**src/rtl/iomem_pkg.sv**
```systemverilog
// Shared constants for the picosoc iomem fabric: FSM encoding, default error word
// and the fixed slot map used by firmware and peripheral wrappers.
package iomem_pkg;

  localparam logic [1:0] ST_IDLE   = 2'd0;
  localparam logic [1:0] ST_ACCESS = 2'd1;
  localparam logic [1:0] ST_RESP   = 2'd2;

  localparam logic [31:0] ERR_DATA_DEFAULT = 32'hDEAD_BEEF;

  localparam int SLOT_GPIO = 0;
  localparam int SLOT_RNG  = 1;
  localparam int SLOT_RAM  = 2;

endpackage

```
**src/rtl/iomem_decode.sv**
```systemverilog
// Combinational iomem address decoder: window match plus slot index, also
// produced as a one-hot select vector for the populated slots.
module iomem_decode #(
  parameter int          NUM_SLAVES = 4,
  parameter logic [31:0] BASE_ADDR  = 32'h0300_0000,
  parameter int          SLOT_LSB   = 12,
  parameter int          SLOT_W     = 4
) (
  input  logic [31-SLOT_LSB:0]  addr_hi,
  output logic                  mapped,
  output logic [SLOT_W-1:0]     idx,
  output logic [NUM_SLAVES-1:0] onehot
);

  localparam int HI_W = 32 - SLOT_LSB - SLOT_W;
  localparam logic [HI_W-1:0] BASE_HI = BASE_ADDR[31 -: HI_W];

  logic base_hit;
  logic idx_ok;

  assign idx      = addr_hi[SLOT_W-1:0];
  assign base_hit = (addr_hi[31-SLOT_LSB -: HI_W] == BASE_HI);
  assign idx_ok   = (32'(idx) < 32'(NUM_SLAVES));
  assign mapped   = base_hit && idx_ok;

  genvar gi;
  generate
    for (gi = 0; gi < NUM_SLAVES; gi++) begin : g_onehot
      assign onehot[gi] = base_hit && (idx == SLOT_W'(gi));
    end
  endgenerate

endmodule

```
**src/rtl/iomem_fabric.sv**
```systemverilog
// iomem interconnect: registered one-hot slave select, per-access timeout and
// error-word response, with first-error capture for firmware diagnosis.
module iomem_fabric
  import iomem_pkg::*;
#(
  parameter int          NUM_SLAVES = 4,
  parameter logic [31:0] BASE_ADDR  = 32'h0300_0000,
  parameter int          SLOT_LSB   = 12,
  parameter int          SLOT_W     = 4,
  parameter int          TIMEOUT    = 64,
  parameter logic [31:0] ERR_DATA   = ERR_DATA_DEFAULT
) (
  input  logic                     clk,
  input  logic                     rst,
  input  logic                     iomem_valid,
  output logic                     iomem_ready,
  input  logic [3:0]               iomem_wstrb,
  input  logic [31:0]              iomem_addr,
  input  logic [31:0]              iomem_wdata,
  output logic [31:0]              iomem_rdata,
  output logic [NUM_SLAVES-1:0]    slv_sel,
  output logic [3:0]               slv_wstrb,
  output logic [31:0]              slv_addr,
  output logic [31:0]              slv_wdata,
  input  logic [NUM_SLAVES-1:0]    slv_ready,
  input  logic [32*NUM_SLAVES-1:0] slv_rdata,
  output logic                     err_flag,
  output logic [31:0]              err_addr,
  input  logic                     err_clr
);

  localparam int CNT_W = $clog2(TIMEOUT);
  localparam logic [CNT_W-1:0] CNT_LAST = CNT_W'(TIMEOUT - 1);

  logic [1:0]            state_reg, state_next;
  logic [CNT_W-1:0]      cnt_reg, cnt_next;
  logic                  ready_reg, ready_next;
  logic [31:0]           rdata_reg, rdata_next;
  logic [NUM_SLAVES-1:0] sel_reg, sel_next;
  logic [3:0]            wstrb_reg, wstrb_next;
  logic [31:0]           addr_reg, addr_next;
  logic [31:0]           wdata_reg, wdata_next;
  logic                  err_flag_reg, err_flag_next;
  logic [31:0]           err_addr_reg, err_addr_next;

  logic                  dec_mapped;
  logic [SLOT_W-1:0]     dec_idx;
  logic [NUM_SLAVES-1:0] dec_onehot;
  logic                  err_event;
  logic [31:0]           err_event_addr;

  iomem_decode #(
    .NUM_SLAVES (NUM_SLAVES),
    .BASE_ADDR  (BASE_ADDR),
    .SLOT_LSB   (SLOT_LSB),
    .SLOT_W     (SLOT_W)
  ) u_decode (
    .addr_hi (iomem_addr[31:SLOT_LSB]),
    .mapped  (dec_mapped),
    .idx     (dec_idx),
    .onehot  (dec_onehot)
  );

  // The one-hot select gates both ready and read data, so only the slave that
  // owns the access can complete it.
  logic [31:0] rdata_slot [NUM_SLAVES];
  logic [31:0] sel_rdata;
  logic        sel_ready;

  genvar gi;
  generate
    for (gi = 0; gi < NUM_SLAVES; gi++) begin : g_slot
      assign rdata_slot[gi] = sel_reg[gi] ? slv_rdata[32*gi +: 32] : 32'd0;
    end
  endgenerate

  always_comb begin
    sel_rdata = 32'd0;
    for (int i = 0; i < NUM_SLAVES; i++) begin
      sel_rdata = sel_rdata | rdata_slot[i];
    end
  end

  assign sel_ready = |(sel_reg & slv_ready);

  always_comb begin
    state_next     = state_reg;
    cnt_next       = cnt_reg;
    ready_next     = ready_reg;
    rdata_next     = rdata_reg;
    sel_next       = sel_reg;
    wstrb_next     = wstrb_reg;
    addr_next      = addr_reg;
    wdata_next     = wdata_reg;
    err_event      = 1'b0;
    err_event_addr = addr_reg;

    case (state_reg)
      ST_IDLE: begin
        if (iomem_valid) begin
          addr_next  = iomem_addr;
          wdata_next = iomem_wdata;
          cnt_next   = '0;
          if (dec_mapped) begin
            sel_next   = dec_onehot;
            wstrb_next = iomem_wstrb;
            state_next = ST_ACCESS;
          end else begin
            sel_next       = '0;
            wstrb_next     = 4'd0;
            rdata_next     = ERR_DATA;
            ready_next     = 1'b1;
            state_next     = ST_RESP;
            err_event      = 1'b1;
            err_event_addr = iomem_addr;
          end
        end
      end
      ST_ACCESS: begin
        cnt_next = cnt_reg + 1'b1;
        // Ready is tested first so a response on the timeout cycle still wins.
        if (sel_ready) begin
          rdata_next = sel_rdata;
          sel_next   = '0;
          wstrb_next = 4'd0;
          ready_next = 1'b1;
          state_next = ST_RESP;
        end else if (cnt_reg == CNT_LAST) begin
          rdata_next = ERR_DATA;
          sel_next   = '0;
          wstrb_next = 4'd0;
          ready_next = 1'b1;
          state_next = ST_RESP;
          err_event  = 1'b1;
        end
      end
      ST_RESP: begin
        ready_next = 1'b0;
        state_next = ST_IDLE;
      end
      default: begin
        ready_next = 1'b0;
        sel_next   = '0;
        wstrb_next = 4'd0;
        state_next = ST_IDLE;
      end
    endcase
  end

  always_comb begin
    err_flag_next = err_flag_reg;
    err_addr_next = err_addr_reg;
    if (err_event) begin
      err_flag_next = 1'b1;
      if (!err_flag_reg || err_clr) begin
        err_addr_next = err_event_addr;
      end
    end else if (err_clr) begin
      err_flag_next = 1'b0;
      err_addr_next = 32'd0;
    end
  end

  always_ff @(posedge clk) begin
    if (rst) begin
      state_reg    <= ST_IDLE;
      cnt_reg      <= '0;
      ready_reg    <= 1'b0;
      rdata_reg    <= 32'd0;
      sel_reg      <= '0;
      wstrb_reg    <= 4'd0;
      addr_reg     <= 32'd0;
      wdata_reg    <= 32'd0;
      err_flag_reg <= 1'b0;
      err_addr_reg <= 32'd0;
    end else begin
      state_reg    <= state_next;
      cnt_reg      <= cnt_next;
      ready_reg    <= ready_next;
      rdata_reg    <= rdata_next;
      sel_reg      <= sel_next;
      wstrb_reg    <= wstrb_next;
      addr_reg     <= addr_next;
      wdata_reg    <= wdata_next;
      err_flag_reg <= err_flag_next;
      err_addr_reg <= err_addr_next;
    end
  end

  assign iomem_ready = ready_reg;
  assign iomem_rdata = rdata_reg;
  assign slv_sel     = sel_reg;
  assign slv_wstrb   = wstrb_reg;
  assign slv_addr    = addr_reg;
  assign slv_wdata   = wdata_reg;
  assign err_flag    = err_flag_reg;
  assign err_addr    = err_addr_reg;

endmodule
```
**config.mk**
```make
export PLATFORM = sky130hd
export DESIGN_NAME = iomem_fabric
export DESIGN_NICKNAME = d
export VERILOG_FILES = /design/src/rtl/iomem_pkg.sv /design/src/rtl/iomem_decode.sv /design/src/rtl/iomem_fabric.sv
export SDC_FILE = /design/constraint.sdc
export NUM_CORES = 1
export LEC_CHECK = 0
export CAP_MARGIN = 20
export CELL_PAD_IN_SITES_DETAIL_PLACEMENT = 1
export CELL_PAD_IN_SITES_GLOBAL_PLACEMENT = 1
export CORE_MARGIN = 2
export CORE_UTILIZATION = 29
export DETAILED_ROUTE_END_ITERATION = 8
export PLACE_DENSITY = 0.92
export RECOVER_POWER = 25
export SKIP_CTS_REPAIR_TIMING = 1
export SLEW_MARGIN = 10
export SYNTH_ARGS = -nofsm -noshare
export SYNTH_HDL_FRONTEND = slang
export SYNTH_SLANG_ARGS = --single-unit
```
**constraint.sdc**
```tcl
create_clock -name clk -period 6.5 [get_ports clk]
set_input_delay 0.975 -clock clk [delete_from_list [all_inputs] [get_ports clk]]
set_output_delay 0.975 -clock clk [all_outputs]
set_load 0.01 [all_outputs]
```
==> reports/summary.txt <==
Flops & latches, synth: 146
CP Capture Type: flip-flop
Clock root cell: clkbuf_16
Synthesis warning total: 0
Highest clock rate: 276 MHz
Area Growth Syn to Fin: 68.0%
Critical path arrival: 3990 ps
Vias in the first global route: 7,334
Async set-or-reset flop fraction in the synthesized netlist: 0%
DR vias: 6,886
Die area: 0.0225 mm²
Drt drc: 0
Netlist Area Pre-Place: 0.00619 mm²
Drt total wl: 26,600 µm
Vias per cell: 5.24
Die W: 150 µm
Top_reg_cell synth: dfxtp_1
Hold path start: slv_wdata[27]$_SDFFE_PP0P_
Most frequent cells in the layout: clkdlybuf4s50_1, nand2_1, dfxtp_1, a21oi_1, dlygate4sd3_1
Worst-path fanout max: 35
Part of the power in registers: 40.8%
Worst Max-Slew Pin Slew: 950 ps
Reg2reg end: iomem_rdata[27]$_SDFFE_PP0P_
Largest net degree at the start of global routing: 67
CP required: 6870 ps
CTS clk-pin slew, worst paths: 70 ps
Net Sw Frac: 26.8%
Final RePlAce weighted congestion: 0.812
Cell leakage power: 3.90 nW
Die Y: 150 µm
Initial antenna violation count: 2
CTS buffer count: 17
Skew-Pair Late Insertion Delay: 430 ps
CP cell instances: dlygate4sd3_1 > inv_1 > or3_2 > buf_4 > a21o_2 > nand2_1 > o21a_1
Power per cell area: 230 mW/mm²
CP top delay family: simple AND/OR/NAND/NOR gates
Clock buffer depth: 2
R2R cell count: 5
Core ar.: 0.0210 mm²
Initial drt markers: 325
Netlist cell types: 47
Ratio of cells with drive above 1 in the final layout: 9.06%
Hold Vio Cnt, Final: 0
VDD IR max: 0.000141 V
First-pass GRT wire length: 40,400 µm
Tcrit/Tclk final: 55.8%
Worst R2R Start: state_reg[0]$_SDFFE_PP0P_
Clock skew: 12.5 ps
Starting density of the core: 29.5%
Total number of cells along the worst setup path: 7
Power share of the combinational group: 15.9%
Critical path's largest stage delay: 750 ps
Critical Path End: iomem_rdata[27]$_SDFFE_PP0P_
Clock tree from TritonCTS: done
# IOs: 342
Cell Count, Final, Fillers Out: 1,315
Syn nets: 920
Int Power: 1.75 mW
Final period demand of the worst path: 3630 ps
Hpwl dp: 19,800 µm
DR pass1 iterations: 4
Top post-synthesis cells by area: dfxtp_1, nand2_1, a22oi_1
Crit Path Class: in2reg
Worst Hold Class: reg2reg
RSZ-0062 raised after global routing: false
Cell row count: 53
Seq/Total Area, Yosys: 47.2%
Crit path from: iomem_valid
Clock network fraction of total power: 43.4%
Sw Pwr: 0.640 mW
Max_slew headroom: 36.1%
Gr usage total: 23.2%
Final Slew Violations: 0
Post-DRT Antenna Nets: 0
Cell Count Post-Placement: 1,279
CP Buf/Inv Count: 3
Commonest non-fill, non-tap cell in the layout: clkdlybuf4s50_1
Critical Path Start Type: input pin
Post-synth EDFFs: 0
Total power: 2.39 mW
Avg Inst Size Synth: 8.65 µm²
Reg2reg setup slack: 3510 ps
Setup tns final: 0 ps
Nets@finish: 1,230
Slowest-stage cell, CP: or3_2
Dominant cell type by area after synthesis: dfxtp_1
Sinks on Clock Net: 146
Status: completed
Mapped Cells: 715
Final setup violation count: 0
PortBufs: 341
Share of the synthesized area in the top cell type: 47.2%
Total grt overflow: 0
H-tree Lvls: 4
Wire per inst: 20.3 µm
# Max-Cap Violations: 0
-- layout make-up --
cell class                 count  area (µm²)
sequential                   146        2920
fill                        2382       10600
clock buffer                  17         425
timing repair buffer         353        3500
clock inverter                15         186
tap                          275         344
antenna                        2        5.00
inverter                      12        45.0
multi-input combinational    495        2960
-- synthesized netlist by cell type (2+ instances only) --
cell type and instances:
clkbuf_1 49, a22oi_1 51, a221o_2 25, o21ai_0 20
and3_1 6, nor3_1 17, nand4_1 3, dfxtp_1 146
a31oi_1 32, and3_2 10, nand2_1 148, nand3_1 10
nand4b_1 2, o32ai_1 8, nor4_1 3, dlygate4sd1_1 3
nor2_1 15, buf_1 6, a22o_1 10, a21o_1 6
nor2b_1 2, buf_6 3, nand2b_1 3, inv_1 12
a21oi_1 70, a221oi_1 10, o21a_1 25
-- logic make-up (layout without fill, tap and decap cells) --
kind of cell,Yosys count,count (layout),share of synthesized area [%]
AO/OA/AOI/OAI,264,264,30.3
AND/OR/NAND/NOR,229,229,17.0
flip-flops,146,146,47.2
buffers and inverters,74,397,5.12
adder cells (fa/ha/maj),1,1,0.202
multiplexers,1,1,0.182
other,0,2,0
-- worst reg2reg max path: stages (launching register included) --
cell and delay, ps:
dfxtp_1 580, or3_2 650, buf_4 510, a21o_2 200, nand2_1 530, o21a_1 420
-- how the worst min path moves through the flow --
stage                                  endpoint  slack (ps)  cells after the start
detailed placement  iomem_rdata[4]$_SDFFE_PP0P_         450                      2
finish               slv_wdata[27]$_SDFFE_PP0P_         450                      2
floorplan              iomem_ready$_SDFFE_PP0P_         480                      2
global route         slv_wdata[14]$_SDFFE_PP0P_         470                      2
global placement     slv_wdata[27]$_SDFFE_PP0P_         440                      2
CTS                  slv_wdata[27]$_SDFFE_PP0P_         460                      2
-- metrics by stage --
step / hold WS, ps / setup WS [ps] / instance area [µm²] / util, %
final: 454 / 2870 / 10400 / 49.6
after detailed placement: 450 / 2490 / 9760 / 46.6
after floorplan: 478 / 3760 / 6190 / -
after global placement: 441 / 2540 / 9750 / 46.5
after CTS: 460 / 2930 / 10400 / 49.5
after global routing: 474 / 2660 / 10400 / 49.6
-- metal layers --
metal	track usage, %	up-vias	part of all wire, %
met2	41.6	257	52
li1	-	3252	-
met3	6.07	37	6.2
met1	26.5	3340	39
met4	8.35	0	2.5
met5	0	-	0
-- power groups by stage --
stage          sequential (mW)  clock [mW]  combinational (mW)
2_1_floorplan             1.01           0               0.103
3_3_place_gp             0.991           0               0.376
3_5_place_dp             0.994           0               0.386
4_1_cts                  0.974        1.05               0.389
5_1_grt                  0.979        1.09               0.406
6_report                 0.973        1.04               0.379
Power figures use the tool's default switching activity.
